### config.mk
export PLATFORM = sky130hd
export DESIGN_NAME = fifo_rd_burst
export DESIGN_NICKNAME = d
export VERILOG_FILES = /design/src/rtl/fifo_rd_burst.sv
export SDC_FILE = /design/constraint.sdc
export NUM_CORES = 1
export LEC_CHECK = 0
export ABC_AREA = 1
export BUFFER_PORTS_ARGS = -buffer_cell sky130_fd_sc_hd__buf_2
export CAP_MARGIN = 20
export CORE_ASPECT_RATIO = 1.25
export CORE_MARGIN = 2
export CORE_UTILIZATION = 40
export CTS_BUF_LIST = sky130_fd_sc_hd__clkbuf_4
export CTS_CLUSTER_DIAMETER = 50
export DETAILED_ROUTE_END_ITERATION = 16
export HOLD_SLACK_MARGIN = 0.08
export PLACE_DENSITY = 0.69
export SETUP_SLACK_MARGIN = 0.3
export SYNTH_ARGS = -nofsm -noshare
export SYNTH_HDL_FRONTEND = slang
export SYNTH_SLANG_ARGS = --single-unit
### constraint.sdc
create_clock -name i_rd_clk -period 4 [get_ports i_rd_clk]
set_input_delay 0 -clock i_rd_clk [delete_from_list [all_inputs] [get_ports i_rd_clk]]
set_output_delay 0 -clock i_rd_clk [all_outputs]
set_load 0.03 [all_outputs]
### src/rtl/fifo_rd_burst.sv
// Burst reader for the async FIFO read port: pops fixed-length bursts into a 2-entry skid buffer.
// Define RD_BURST_TIMEOUT_EN to also flush residual data as a partial burst after TIMEOUT idle cycles.
module fifo_rd_burst #(
  parameter int WIDTH     = 8,
  parameter int DEPTH     = 8,
  parameter int BURST_LEN = 16,
  parameter int TIMEOUT   = 64
) (
  input  logic             i_rd_clk,
  input  logic             i_rd_rstn,
  input  logic             i_rd_empty,
  input  logic [DEPTH:0]   i_rd_depth,
  input  logic [WIDTH-1:0] i_rd_data,
  output logic             o_rd_en,
  output logic             o_m_valid,
  input  logic             i_m_ready,
  output logic [WIDTH-1:0] o_m_data,
  output logic             o_m_last,
  output logic             o_busy,
  output logic [DEPTH:0]   o_burst_len
);

  typedef enum logic [1:0] {
    ST_IDLE  = 2'd0,
    ST_BURST = 2'd1,
    ST_DRAIN = 2'd2
  } state_t;

  localparam logic [DEPTH:0] BURST_LEN_W = (DEPTH+1)'(BURST_LEN);
  localparam logic [DEPTH:0] ONE_W       = {{DEPTH{1'b0}}, 1'b1};

  state_t         state_q, state_d;
  logic [DEPTH:0] beat_q, beat_d;
  logic [DEPTH:0] len_q, len_d;
  logic [1:0]     cnt_q, cnt_d;
  logic           rd_ptr_q, rd_ptr_d;
  logic           wr_ptr_q, wr_ptr_d;
  logic [WIDTH:0] skid_q [0:1];
  logic [WIDTH:0] skid_d [0:1];
  logic             m_valid_q, m_valid_d;
  logic [WIDTH-1:0] m_data_q, m_data_d;
  logic             m_last_q, m_last_d;
  logic             busy_q, busy_d;

  logic pop_s;
  logic last_pop_s;
  logic xfer_s;
  logic head_last_s;
  logic start_full_s;
  logic start_part_s;

`ifdef RD_BURST_TIMEOUT_EN
  localparam int TW = (TIMEOUT > 1) ? $clog2(TIMEOUT) : 1;
  localparam logic [TW-1:0] TIMER_MAX = TW'(TIMEOUT - 1);
  localparam logic [TW-1:0] TIMER_ONE = TW'(1);

  logic [TW-1:0] timer_q, timer_d;
  logic          residual_s;

  // Idle-residual timer: counts while the FIFO holds a sub-burst amount of data.
  always_comb begin
    residual_s   = !i_rd_empty && (i_rd_depth != '0) && (i_rd_depth < BURST_LEN_W);
    start_part_s = (state_q == ST_IDLE) && residual_s && (timer_q == TIMER_MAX);
    timer_d      = timer_q;
    if (state_q != ST_IDLE) begin
      timer_d = '0;
    end else if (i_rd_empty || start_full_s || start_part_s) begin
      timer_d = '0;
    end else if (residual_s && (timer_q != TIMER_MAX)) begin
      timer_d = timer_q + TIMER_ONE;
    end else begin
      timer_d = timer_q;
    end
  end

  // Timer register.
  always_ff @(posedge i_rd_clk or negedge i_rd_rstn) begin
    if (!i_rd_rstn) begin
      timer_q <= '0;
    end else begin
      timer_q <= timer_d;
    end
  end
`else
  // Only full bursts are ever issued in this build.
  always_comb begin
    start_part_s = 1'b0;
  end
`endif

  // Pop, transfer and last-beat qualifiers.
  always_comb begin
    start_full_s = (state_q == ST_IDLE) && (i_rd_depth >= BURST_LEN_W);
    pop_s        = (state_q == ST_BURST) && !i_rd_empty && (cnt_q != 2'd2) && (beat_q < len_q);
    last_pop_s   = pop_s && ((beat_q + ONE_W) == len_q);
    xfer_s       = (cnt_q != 2'd0) && i_m_ready;
    head_last_s  = skid_q[rd_ptr_q][WIDTH];
  end

  assign o_rd_en = pop_s;

  // Burst FSM: next state, beat counter and burst length.
  always_comb begin
    state_d = state_q;
    beat_d  = beat_q;
    len_d   = len_q;
    case (state_q)
      ST_IDLE: begin
        if (start_full_s) begin
          len_d   = BURST_LEN_W;
          beat_d  = '0;
          state_d = ST_BURST;
        end else if (start_part_s) begin
          len_d   = i_rd_depth;
          beat_d  = '0;
          state_d = ST_BURST;
        end else begin
          state_d = ST_IDLE;
        end
      end
      ST_BURST: begin
        if (pop_s) begin
          beat_d = beat_q + ONE_W;
        end else begin
          beat_d = beat_q;
        end
        if (last_pop_s) begin
          state_d = ST_DRAIN;
        end else begin
          state_d = ST_BURST;
        end
      end
      ST_DRAIN: begin
        if (xfer_s && head_last_s) begin
          state_d = ST_IDLE;
        end else begin
          state_d = ST_DRAIN;
        end
      end
      default: begin
        state_d = ST_IDLE;
      end
    endcase
  end

  // Skid buffer: ring of two {last, data} entries; push and pop may coincide.
  always_comb begin
    skid_d[0] = skid_q[0];
    skid_d[1] = skid_q[1];
    wr_ptr_d  = wr_ptr_q;
    rd_ptr_d  = rd_ptr_q;
    if (pop_s) begin
      skid_d[wr_ptr_q] = {last_pop_s, i_rd_data};
      wr_ptr_d         = ~wr_ptr_q;
    end else begin
      wr_ptr_d = wr_ptr_q;
    end
    if (xfer_s) begin
      rd_ptr_d = ~rd_ptr_q;
    end else begin
      rd_ptr_d = rd_ptr_q;
    end
    cnt_d = cnt_q + {1'b0, pop_s} - {1'b0, xfer_s};
  end

  // Output stage presents the head entry of the next cycle from flops.
  always_comb begin
    m_valid_d = (cnt_d != 2'd0);
    m_data_d  = skid_d[rd_ptr_d][WIDTH-1:0];
    m_last_d  = skid_d[rd_ptr_d][WIDTH];
    busy_d    = (state_d != ST_IDLE);
  end

  // State and datapath registers.
  always_ff @(posedge i_rd_clk or negedge i_rd_rstn) begin
    if (!i_rd_rstn) begin
      state_q   <= ST_IDLE;
      beat_q    <= '0;
      len_q     <= '0;
      cnt_q     <= 2'd0;
      rd_ptr_q  <= 1'b0;
      wr_ptr_q  <= 1'b0;
      skid_q[0] <= '0;
      skid_q[1] <= '0;
      m_valid_q <= 1'b0;
      m_data_q  <= '0;
      m_last_q  <= 1'b0;
      busy_q    <= 1'b0;
    end else begin
      state_q   <= state_d;
      beat_q    <= beat_d;
      len_q     <= len_d;
      cnt_q     <= cnt_d;
      rd_ptr_q  <= rd_ptr_d;
      wr_ptr_q  <= wr_ptr_d;
      skid_q[0] <= skid_d[0];
      skid_q[1] <= skid_d[1];
      m_valid_q <= m_valid_d;
      m_data_q  <= m_data_d;
      m_last_q  <= m_last_d;
      busy_q    <= busy_d;
    end
  end

  assign o_m_valid   = m_valid_q;
  assign o_m_data    = m_data_q;
  assign o_m_last    = m_last_q;
  assign o_busy      = busy_q;
  assign o_burst_len = len_q;

endmodule

* After elaboration in Yosys (flattened, before gate mapping)
Index checks and enable logic that the tools add are counted.
Storage, ports and cells: flip-flop bits (word level) 45, latch bits 0, RAM bits 0, bits in read-only memories 0, input bits 21, output and inout port bits 21, memories 0
Operators by class: add/sub/neg operators 3, multiply operators 0, divide/modulo/power cells 0, $lt $le $gt $ge 6, equal/unequal tests 6, shifts and indexed selects 0, muxes and demuxes 18, bitwise operators 5, reductions and logical operators 16
Operator list (count):
- $mux 9 | 9
- $bwmux 18 | 1
- $mux 18 | 1
- $pmux 9 s2 | 1
- $add 9x1->9 const B | 1
- $demux 9 s1 | 1
- $eq 9x5->1 | 1
- $ge 9x5->1 const B | 1
- $lt 9x5->1 | 1
- $logic_and 1x1->1 | 8
- $reduce_bool 2->1 | 4
- $ge 2x2->1 const B | 3
- $ne 2x2->1 const B | 3
- $not 1->2 | 3
- $pmux 2 s3 | 1
- $mux 2 | 2
- $reduce_and 3->1 | 1
- $add 2x1->2 | 1
- $eq 2x1->1 const B | 1
- $eq 2x2->1 const B | 1
- $logic_not 2->1 | 1
- $lt 2x1->1 const B | 1
- $mux 1 | 2
- $not 1->1 | 2
- 3 further kinds | 3

* Depth between registers and ports, before layout
Gate-level depths: netlist of the first run.
depth after elaboration 10, mapped depth 12, gate-level depth less buffers 12

* Worst setup path before layout of the first run
No wires, ideal clock.
path type register to register, from register len_q[4] (netlist: o_burst_len[4]), to register m_valid_q (netlist: o_m_valid), library setup time 0.127 ns, arrival time 1.966 ns, data required time 3.873 ns, path slack 1.907 ns, stages on the path, launching flop included 9, period minus slack after synthesis 2.093 ns, cell sequence dfrtp_1 -> inv_1 -> nor3_2 -> nand2_4 -> inv_1 -> ha_1 -> xnor2_1 -> xor2_1 -> or2_2
On the way: word-level cells in the longest chain between the ends 5
RTL lines:
- start: declaration | line 34 | logic [DEPTH:0] len_q, len_d;
- start signal: assignment | line 192 | len_q <= len_d;
- $lt 9x5->1 | line 94 | pop_s = (state_q == ST_BURST) && !i_rd_empty && (cnt_q != 2'd2) && (beat_q < len_q);
- $logic_and 1x1->1 | line 94
- net o_rd_en | line 14 | output logic o_rd_en,
- $add 2x1->2 | line 163 | cnt_d = cnt_q + {1'b0, pop_s} - {1'b0, xfer_s};
- $sub 2x1->2 | line 163
- net cnt_d[1] | line 35 | logic [1:0] cnt_q, cnt_d;
- $reduce_bool 2->1 | line 168 | m_valid_d = (cnt_d != 2'd0);
- net m_valid_d | line 40 | logic m_valid_q, m_valid_d;
- end signal: assignment | line 198 | m_valid_q <= m_valid_d;
- end: declaration | line 40
The timed path passes the listed nets, and every way through them passes these cells. A chain may end at the register's enable or synchronous reset.

* Final worst setup path of the first run
from register cnt_q[0], to register m_valid_q (netlist: o_m_valid)
On the way: word-level cells in the longest chain between the ends 6
RTL lines:
- start: declaration | line 35
- start signal: assignment | line 193 | cnt_q <= cnt_d;
- $ne 2x2->1 | line 94
- $logic_and 1x1->1 (2 in a row) | line 94
- $add 2x1->2 | line 163
- $sub 2x1->2 (*) | line 163
- net cnt_d[1] | line 35
- $reduce_bool 2->1 (*) | line 168
- net m_valid_d | line 40
The timed path passes the listed nets; every way through them passes the cells marked *.

==> results of run 1 <==
flip-flops by register name (all words and copies together), names as in the netlist:
| name | count |
|---|---|
| state_q | 2 |
| o_burst_len | 1 |
| o_m_last | 1 |
| o_busy | 1 |
| rd_ptr_q | 1 |
| cnt_q | 2 |
| o_m_data | 8 |
| skid_q | 18 |
| beat_q | 9 |
| wr_ptr_q | 1 |
| o_m_valid | 1 |
layout by cell type (no fill, tap or decap), types with 8 or more instances in the layout:
cell type,netlist,routed
nand2_1,77,77
dfrtp_1,45,45
nand2_2,33,33
buf_2,1,29
inv_1,17,17
nor2_1,13,13
dlygate4sd3_1,0,11
nand3_1,9,9
conb_1,1,8
clkbuf_4,0,8
worst paths after layout:
check | from | endpoint | slack (ns) | depth (start not counted)
min reg2reg | skid_q[2] | skid_q[2] | 0.48 | 2
min | i_rd_depth[4] | o_burst_len[4] | 0.11 | 4
max in group asynchronous | i_rd_rstn | skid_q[11] | 2.94 | 4
max | cnt_q[0] | o_m_valid | 2.00 | 8
min in group asynchronous | i_rd_rstn | skid_q[5] | 0.60 | 3
max reg2reg | cnt_q[0] | o_m_valid | 2.00 | 8
synth_stat cells:
master / n
a211o_1: 1
a211oi_1: 1
a21boi_1: 1
and2_1: 1
buf_2: 1
buf_4: 8
clkinv_1: 2
conb_1: 1
dfrtp_1: 45
ha_1: 4
inv_1: 17
inv_2: 2
inv_6: 2
nand2_1: 77
nand2_2: 33
nand2_4: 1
nand3_1: 9
nand3_2: 1
nand3b_1: 1
nand4_1: 4
nor2_1: 13
nor2_2: 2
nor2_8: 2
nor3_1: 5
nor3_2: 1
nor3_4: 1
o21ai_0: 5
o21ai_1: 5
o22ai_1: 1
or2_1: 1
or2_2: 1
xnor2_1: 3
xor2_1: 1
stage by stage:
step	hold WS, ns	total power, mW
after global placement	0.219	1.60
after floorplan	-0.296	1.40
after global routing	0.134	2.00
after detailed placement	0.225	1.62
final	0.111	1.83
after CTS	0.102	1.86
per-layer routing:
layer,up-vias,GRT usage,wire length (µm)
met5,-,0,0
met4,0,0.0412,53
met3,6,0.0394,161
met2,29,0.282,2170
met1,796,0.184,1810
li1,869,-,-
final cells by class:
| cell class | count | area, µm² |
|---|---|---|
| Fill cell | 553 | 2800 |
| Sequential cell | 45 | 1130 |
| Timing Repair Buffer | 42 | 283 |
| Tap cell | 64 | 80.1 |
| Clock buffer | 8 | 60.1 |
| Inverter | 23 | 96.3 |
| Multi-Input combinational cell | 183 | 961 |
cells by family (layout without fill, tap and decap cells):
family / Yosys count / in the layout / share of synthesized area
xor+xnor: 4 / 4 / 0.0158
buf+inv: 32 / 73 / 0.0726
other cells: 1 / 8 / 0.00169
simple gates: 153 / 153 / 0.345
compound gates: 14 / 14 / 0.0360
fa+ha+maj: 4 / 4 / 0.0225
flops: 45 / 45 / 0.507
power groups by stage:
stage / clock (mW) / combinational [mW] / sequential, mW
after floorplan: 0 / 0.579 / 0.825
after global placement: 0 / 0.854 / 0.742
after detailed placement: 0 / 0.875 / 0.745
after CTS: 0.233 / 0.884 / 0.738
after global routing: 0.253 / 0.988 / 0.760
final: 0.222 / 0.872 / 0.736
worst min-delay path: cells and delay by family:
| family | cells | cell delay (ns) |
|---|---|---|
| simple gates | 2 | 0.14 |
| compound gates | 1 | 0.19 |
| buf+inv | 1 | 0.09 |
==> metrics.txt, run 1 <==
status finished, final reports clean; net switching share of the total power 0.440; placeable core area 0.00541 mm²; Antenna diodes 0; routed wire length roughly 4.2 mm; Critical Path RT 4.23 ns; startpoint kind of the worst setup timing path register; number of failing hold endpoints at the final stage 0; Via Count 1700; CP Capture Type register; insertion delay of the later-clocked pin in the worst-skew pair 0.34 ns; Hold Buf Count CTS 10; drt initial violations 63; count of input and output buffers 29; worst-case setup margin in the final layout roughly 2.0 ns; classification of the worst-slack hold path in -> reg; maximum clock skew at final layout 0.00436 ns; area share of the largest cell type after synthesis 0.507; register bit total from synthesis 45; peak supply drop ~0.35 mV; cell with the largest stage delay on the worst path dfrtp_1; # H-tree levels 2; max-slew violation total from the final report 0; maxcap violations 0; average cell area after synthesis between 8 and 9 µm²; pre-CTS worst setup slack around 2.0 ns; top-level I/O count 42; synthesized cell area 0.00222 mm²; Static Leak roughly 1.4 nW; ratio of routed vias to standard cells between 4 and 5; quantity of gates resized following cts 0; Worst Path Arrival between 2 and 2.5 ns; die height 87.3 µm; Total Negative Setup Slacks 0 ns; routed wirelength normalized by instance count ~11 µm; Yosys cell types 33; number of buffers and inverters on the critical path 2; setup repair after global routing missed its margin no; Layout Cell Area excl Fill 0.00261 mm²; total grt overflow 0; Routed Antenna Nets 0; fraction of the yosys area taken by sequential cells 0.507; total placed instance area ~0.0024 mm²; Core Util, Final 0.482; Final Wtd Congestion 0.812; vias in the first global route 1689; relative contribution of sequential cells to total power 0.402; share of final-layout standard cells stronger than drive strength 1 0.282; Synth area leaders dfrtp_1 51%, nand2_1 13%, nand2_2 9.3%; floorplan row count 30; largest net degree at the start of global routing between 40 and 50; combinational power share 0.477; Final setup viols 0; clock share of power 0.121; largest driver fanout on the critical path 3; slowest cell delay on critical path 0.42 ns; post-route minimum period approximately 2.0 ns; Final #Nets between 300 and 400; P per Cell Area roughly 700 mW/mm²; Post-Layout Cell Count roughly 370; Pre-antenna DRT Iters 4; clock transition at the registers of the reported paths 0.12 ns; width of the chip about 71 µm; cell taking the most area after synthesis dfrtp_1; count of clock tree sinks 45; Sw Pwr 805 µW; number of warning messages in the yosys log 0; Post-Syn Instances around 250; first-pass GRT wire length around 7.6 mm; Bufs on Longest Clock Path 2; CP delay by family, top adder cells; Post-DP HPWL around 3.0 mm; DRC Markers 0; Crit Path Class reg -> reg; DIE AREA around 0.0062 mm²; CTS Buf Count 5; clock tree from TritonCTS built; starting utilization of the core area 0.411; Period Utilization, post-route 0.500; Int Power just over 1 mW; # placed instances approximately 350; critical path, cell by cell o21ai_0 -> inv_1 -> ha_1 -> inv_1 -> ha_1 -> xnor2_1 -> xor2_1 -> or2_2; antenna violations before repair 0; buffers inserted during post-CTS setup optimization 0; root buffer selected by CTS clkbuf_4; maximum achievable frequency around 500 MHz; Layout Area Growth over Synthesis 17.3%; Total Routing Usage GR 0.156
Power figures use the tool's default switching activity.
==> inputs of run 2 (changes only) <==
==> constraint.sdc (replaced) <==
create_clock -name i_rd_clk -period 1.89 [get_ports i_rd_clk]
set_input_delay 0 -clock i_rd_clk [delete_from_list [all_inputs] [get_ports i_rd_clk]]
set_output_delay 0 -clock i_rd_clk [all_outputs]
set_load 0.03 [all_outputs]
==> run 2 against run 1 <==
Effect of this change:
- non-clock buffer count is 18 higher
- largest power group unchanged
- routed wire length is 11% higher
- final cell count is 5.5% higher
- first-iteration DRC count is 7.9% higher
- combinational power grew to 2.6 times the previous value
==> metrics.txt, run 2 (synthesis results as in run 1) <==
storage element area 0.00113 mm² (+0.22%); Int Power 2.52 mW (+150%); width of the chip 70.7 µm (unchanged); clock transition at the registers of the reported paths 0.13 ns (about the same); clock tree from TritonCTS built; ratio of routed vias to standard cells 4.66 (about the same); share of final-layout standard cells stronger than drive strength 1 0.389 (+0.107); peak supply drop 0.886 mV (+150%); Routed Antenna Nets 0 (unchanged); Critical Path RT 2.12 ns (-2.11 ns); Bufs on Longest Clock Path 2 (unchanged); commonest non-fill, non-tap cell in the layout nand2_1; CTS Buf Count 5 (unchanged); maximum achievable frequency 558 MHz (+12%); post-route minimum period 1.79 ns (-0.210 ns); Post-DP HPWL 3.16 mm (+4.3%); Static Leak 1.46 nW (+7.5%); startpoint kind of the worst setup timing path register; Sw Pwr 1.86 mW (+130%); # placed instances 349 (+1.2%); clock share of power 0.132 (+0.011); routed wirelength normalized by instance count 12.1 µm (+5.3%); total grt overflow 0 (unchanged); drt initial violations 68 (+7.9%); count of input and output buffers 29 (unchanged); die height 87.3 µm (unchanged); count of clock tree sinks 45 (unchanged); Post-Layout Cell Count 385 (+5.5%); antenna violations before repair 0 (unchanged); combinational power share 0.513 (+0.036); P per Cell Area 1530 mW/mm² (+120%); Antenna diodes 0 (unchanged); top-level I/O count 42 (unchanged); Via Count 1794 (+5.5%); vias in the first global route 1781 (+5.4%); Total Routing Usage GR 0.161 (+0.00485); routed wire length 4.66 mm (+11%); most frequent cells in the layout 73 x nand2_1, 43 x dfrtp_1, 37 x nand2_2; insertion delay of the later-clocked pin in the worst-skew pair 0.35 ns (about the same); relative contribution of sequential cells to total power 0.355 (-0.047); Pre-antenna DRT Iters 4 (unchanged); Final Wtd Congestion 0.902 (+11%); root buffer selected by CTS clkbuf_4; starting utilization of the core area 0.411 (unchanged); maxcap violations 0 (unchanged); Total Negative Setup Slacks 0 ns (unchanged); Period Utilization, post-route 0.948 (+0.447); Final setup viols 0 (unchanged); first-pass GRT wire length 7.82 mm (+3.3%); Layout Area Growth over Synthesis 29.1%; DRC Markers 0 (unchanged); number of failing hold endpoints at the final stage 0 (unchanged); Final #Nets 345 (+6.2%); status finished, final reports clean; Worst Path Arrival 2.03 ns (-0.20 ns); area of combinational cells with multiple inputs 0.00105 mm² (+9.2%); net switching share of the total power 0.425 (-0.0156); placeable core area 0.00541 mm² (unchanged); DIE AREA 0.00617 mm² (unchanged); setup repair after global routing missed its margin yes; largest driver fanout on the critical path 4 (+1); number of flip-flops under the largest register name 18 (unchanged); max-slew violation total from the final report 0 (unchanged); CP Capture Type register; Crit Path Class reg -> reg; # H-tree levels 2 (unchanged); floorplan row count 30 (unchanged); largest net degree at the start of global routing 28 (-39%); most flop-heavy register skid_q; total of fill cells in the finished design 496 (-10%); maximum clock skew at final layout 0.0132 ns (+0.00889 ns); classification of the worst-slack hold path in -> async
-- run 2: cell types whose count changed in the layout (fill, tap and decap cells not counted), sizes merged --
cell	delta
clkbuf	-2
clkinv	+1
clkinvlp	+1
nor2	+2
bufinv	+1
dlygate4sd3	-2
buf	+20
inv	-1
-- run 2: path summary, 6_finish.rpt --
| path | end | from | depth (start not counted) | slack, ns |
|---|---|---|---|---|
| worst max register to register | o_m_valid | beat_q[8] | 9 | 0.1 |
| max in group asynchronous | beat_q[7] | i_rd_rstn | 3 | 1.06 |
| min in group i_rd_clk | state_q[1] | i_rd_empty | 5 | 0.11 |
| worst max-delay path | o_m_valid | beat_q[8] | 9 | 0.1 |
| worst min-delay path | skid_q[11] | i_rd_rstn | 2 | 0.11 |
| worst min register to register | skid_q[16] | skid_q[16] | 2 | 0.48 |
-- run 2: metal layers --
layer  wire length [µm]  global-route usage  up-vias
li1                   -                   -      909
met1               1930               0.184      835
met2               2500               0.292       43
met3                167              0.0440        7
met4                 61              0.0497        0
met5                  0                   0        -
-- run 2: layout make-up --
cell class / instances / area share
sequential: 45 / 0.394
multi-input combinational: 185 / 0.366
timing repair buffer: 60 / 0.150
inverter: 23 / 0.0353
tap: 64 / 0.0279
clock buffer: 6 / 0.0157
clock inverter: 2 / 0.0118
-- run 2: stage by stage --
step	hold WS (ns)	setup slack [ns]	cell area (µm²)	power [mW]	utilization
floorplan	-0.296	0.00266	2260	3.00	-
global placement	-0.0475	0.0634	2460	3.43	0.455
detailed placement	-0.0335	0.0114	2460	3.48	0.455
CTS	0.0860	0.120	2760	4.30	0.511
global route	0.118	-0.0416	2870	4.75	0.531
finish	0.105	0.0989	2870	4.39	0.531
-- run 2: critical path, stage by stage, from the launching register on --
cell	delay, ns
dfrtp_1	0.43
nor2_1	0.15
nand3_2	0.10
nor3_4	0.22
nand2_4	0.08
clkinvlp_4	0.11
ha_4	0.14
xnor2_2	0.07
xor2_1	0.16
or2_4	0.23
-- run 2: repair_timing --
action,4_1_cts,5_1_grt
endpoints found under the setup margin,22,35
gates cloned,2,0
gates resized for setup,10,18
pin swaps,8,7
hold buffers,9,0
hold endpoints to repair,69,0
buffers inserted,11,6
-- run 2: power groups by stage --
stage	logic, mW	clock network (mW)	registers (mW)
after detailed placement	1.90	0	1.57
after global placement	1.86	0	1.57
final	2.25	0.578	1.56
after CTS	2.15	0.599	1.55
after global routing	2.50	0.645	1.60
after floorplan	1.25	0	1.75
==> inputs of run 3 (changes only) <==
--- a/config.mk
+++ b/config.mk
@@ -6,6 +6,7 @@
 export NUM_CORES = 1
 export LEC_CHECK = 0
 export ABC_AREA = 1
+export ABC_CLOCK_PERIOD_IN_PS = 1890
 export BUFFER_PORTS_ARGS = -buffer_cell sky130_fd_sc_hd__buf_2
 export CAP_MARGIN = 20
 export CORE_ASPECT_RATIO = 1.25
@@ -16,7 +17,8 @@
 export DETAILED_ROUTE_END_ITERATION = 16
 export HOLD_SLACK_MARGIN = 0.08
 export PLACE_DENSITY = 0.69
-export SETUP_SLACK_MARGIN = 0.3
+export REMOVE_ABC_BUFFERS = 1
+export SETUP_SLACK_MARGIN = 0.5
 export SYNTH_ARGS = -nofsm -noshare
 export SYNTH_HDL_FRONTEND = slang
 export SYNTH_SLANG_ARGS = --single-unit
==> run 3 against run 2 <==
Effect of this change:
- first-iteration DRC count is 35% higher
- total power is 14% higher
- combinational power grew 25%
- critical endpoint unchanged
- largest cell class is now multi-input combinational cells
==> metrics.txt, run 3 (synthesis results as in run 1) <==
status finished, final reports clean; critical path, cell by cell o21ai_2 -> inv_2 -> ha_4 -> inv_2 -> ha_4 -> xnor2_2 -> xor2_1 -> or2_4; post-route minimum period 1.73 ns (-0.0658 ns); Worst Path Arrival 1.97 ns (-0.06 ns); Pre-antenna DRT Iters 4 (unchanged); ratio of routed vias to standard cells 4.74 (+1.7%); Final Wtd Congestion 0.837 (-7.3%); max-slew violation total from the final report 0 (unchanged); clock tree from TritonCTS built; Via Count 1868 (+4.1%); Post-Layout Cell Count 394 (+2.3%); first-pass GRT wire length 9.03 mm (+15%); width of the chip 70.7 µm (unchanged); commonest non-fill, non-tap cell in the layout nand2_1; top-level I/O count 42 (unchanged); # H-tree levels 2 (unchanged); Bufs on Longest Clock Path 2 (unchanged); Static Leak 1.62 nW (+11%); slowest cell delay on critical path 0.41 ns (-0.02 ns); routed wire length 5.34 mm (+15%); count of clock tree sinks 45 (unchanged); Global Route met2 Usage 0.346 (+0.0540); DIE AREA 0.00617 mm² (unchanged); Critical Path RT 2.13 ns (about the same); starting utilization of the core area 0.411 (unchanged); Routed Antenna Nets 0 (unchanged); Total Routing Usage GR 0.186 (+0.0258); setup repair after global routing missed its margin yes; CTS Buf Count 5 (unchanged); vias in the first global route 2014 (+13%); # placed instances 351 (+0.57%); global route hottest layer met2; routed wirelength normalized by instance count 13.5 µm (+12%); CP Capture Type register; largest net degree at the start of global routing 27 (-3.6%); number of failing hold endpoints at the final stage 0 (unchanged); total design power 5.00 mW (+14%); P per Cell Area 1580 mW/mm² (+3.4%); met1 demand-to-capacity share in global routing 0.215 (+0.0316); antenna violations before repair 0 (unchanged); most frequent cells in the layout 61 x nand2_1, 44 x dfrtp_1, 37 x nand2_2; root buffer selected by CTS clkbuf_4; drt initial violations 92 (+35%); cell with the largest stage delay on the worst path dfrtp_1; Final #Nets 354 (+2.6%); global routing met3 resource utilization 0.0382 (-0.00579); die height 87.3 µm (unchanged); count of input and output buffers 29 (unchanged); largest driver fanout on the critical path 2 (-2); Period Utilization, post-route 0.913 (-0.0348); startpoint kind of the worst setup timing path register; Post-DP HPWL 3.06 mm (-3.1%); maximum clock skew at final layout 0.00992 ns (-0.00333 ns); most flop-heavy register skid_q; peak supply drop 0.894 mV (+0.98%); total grt overflow 0 (unchanged); Crit Path Class reg -> reg; Final setup viols 0 (unchanged); placeable core area 0.00541 mm² (unchanged); maximum achievable frequency 580 MHz (+3.8%); DRC Markers 0 (unchanged); pre-CTS worst setup slack 0.0155 ns (+0.00410 ns); number of flip-flops under the largest register name 18 (unchanged); classification of the worst-slack hold path in -> async; insertion delay of the later-clocked pin in the worst-skew pair 0.35 ns (about the same); Core Util, Final 0.585 (+0.0549); floorplan row count 30 (unchanged); Antenna diodes 0 (unchanged); Layout Area Growth over Synthesis 42.4%; share of final-layout standard cells stronger than drive strength 1 0.467 (+0.0773); maxcap violations 0 (unchanged); worst-case setup margin in the final layout 0.165 ns (+0.0658 ns); clock transition at the registers of the reported paths 0.13 ns (about the same)
## run 3: worst paths after layout
kind	start	endpoint	slack [ns]	depth (start not counted)
max reg2reg	cnt_q[1]	o_m_valid	0.16	8
max	cnt_q[1]	o_m_valid	0.16	8
min	i_rd_rstn	skid_q[3]	0.13	2
min reg2reg	skid_q[4]	skid_q[4]	0.49	2
min in group i_rd_clk	i_rd_depth[4]	state_q[0]	0.15	4
max in group asynchronous	i_rd_rstn	cnt_q[0]	1.26	3
## run 3: final cells by class
type	count	area [µm²]
Clock buffer	6	45.0
Clock inverter	2	33.8
Fill cell	466	2240
Sequential cell	45	1130
Timing Repair inverter	1	6.26
Timing Repair Buffer	69	552
Inverter	23	118
Multi-Input combinational cell	184	1200
Tap cell	64	80.1
## run 3: through the flow
| stage | area (µm²) | setup TNS [ns] | hold WS [ns] |
|---|---|---|---|
| global route | 3160 | 0 | 0.135 |
| finish | 3160 | 0 | 0.128 |
| CTS | 3000 | 0 | 0.121 |
| detailed placement | 2470 | 0 | -0.0127 |
| floorplan | 2180 | -0.203 | -0.296 |
| global placement | 2470 | 0 | -0.0134 |
## run 3: what timing repair did
action | in CTS | in global routing
buffers inserted | 19 | 3
cloned | 1 | 2
hold buffers | 10 | 0
pin swaps | 19 | 26
gates resized for setup | 52 | 31
endpoints found under the setup margin | 44 | 43
hold endpoints to repair | 70 | 0
## run 3: power breakdown
part	total (mW)	internal, mW	switching, mW
clock network	0.590	0.290	0.300
registers	1.60	1.35	0.250
logic	2.82	1.23	1.58
total	5.00	2.87	2.13
## run 3: critical path, delay by kind of cell (launching register included)
| kind | cells | cell delay, ns |
|---|---|---|
| XOR/XNOR | 2 | 0.27 |
| buffers and inverters | 2 | 0.12 |
| AND/OR/NAND/NOR | 1 | 0.23 |
| adder cells (fa/ha/maj) | 2 | 0.42 |
| flip-flops | 1 | 0.41 |
| AO/OA/AOI/OAI | 1 | 0.18 |
## run 3: routing by layer
layer	vias up	wire (µm)
met4	0	161
met1	882	2190
met3	15	166
li1	931	-
met2	40	2820
met5	-	0
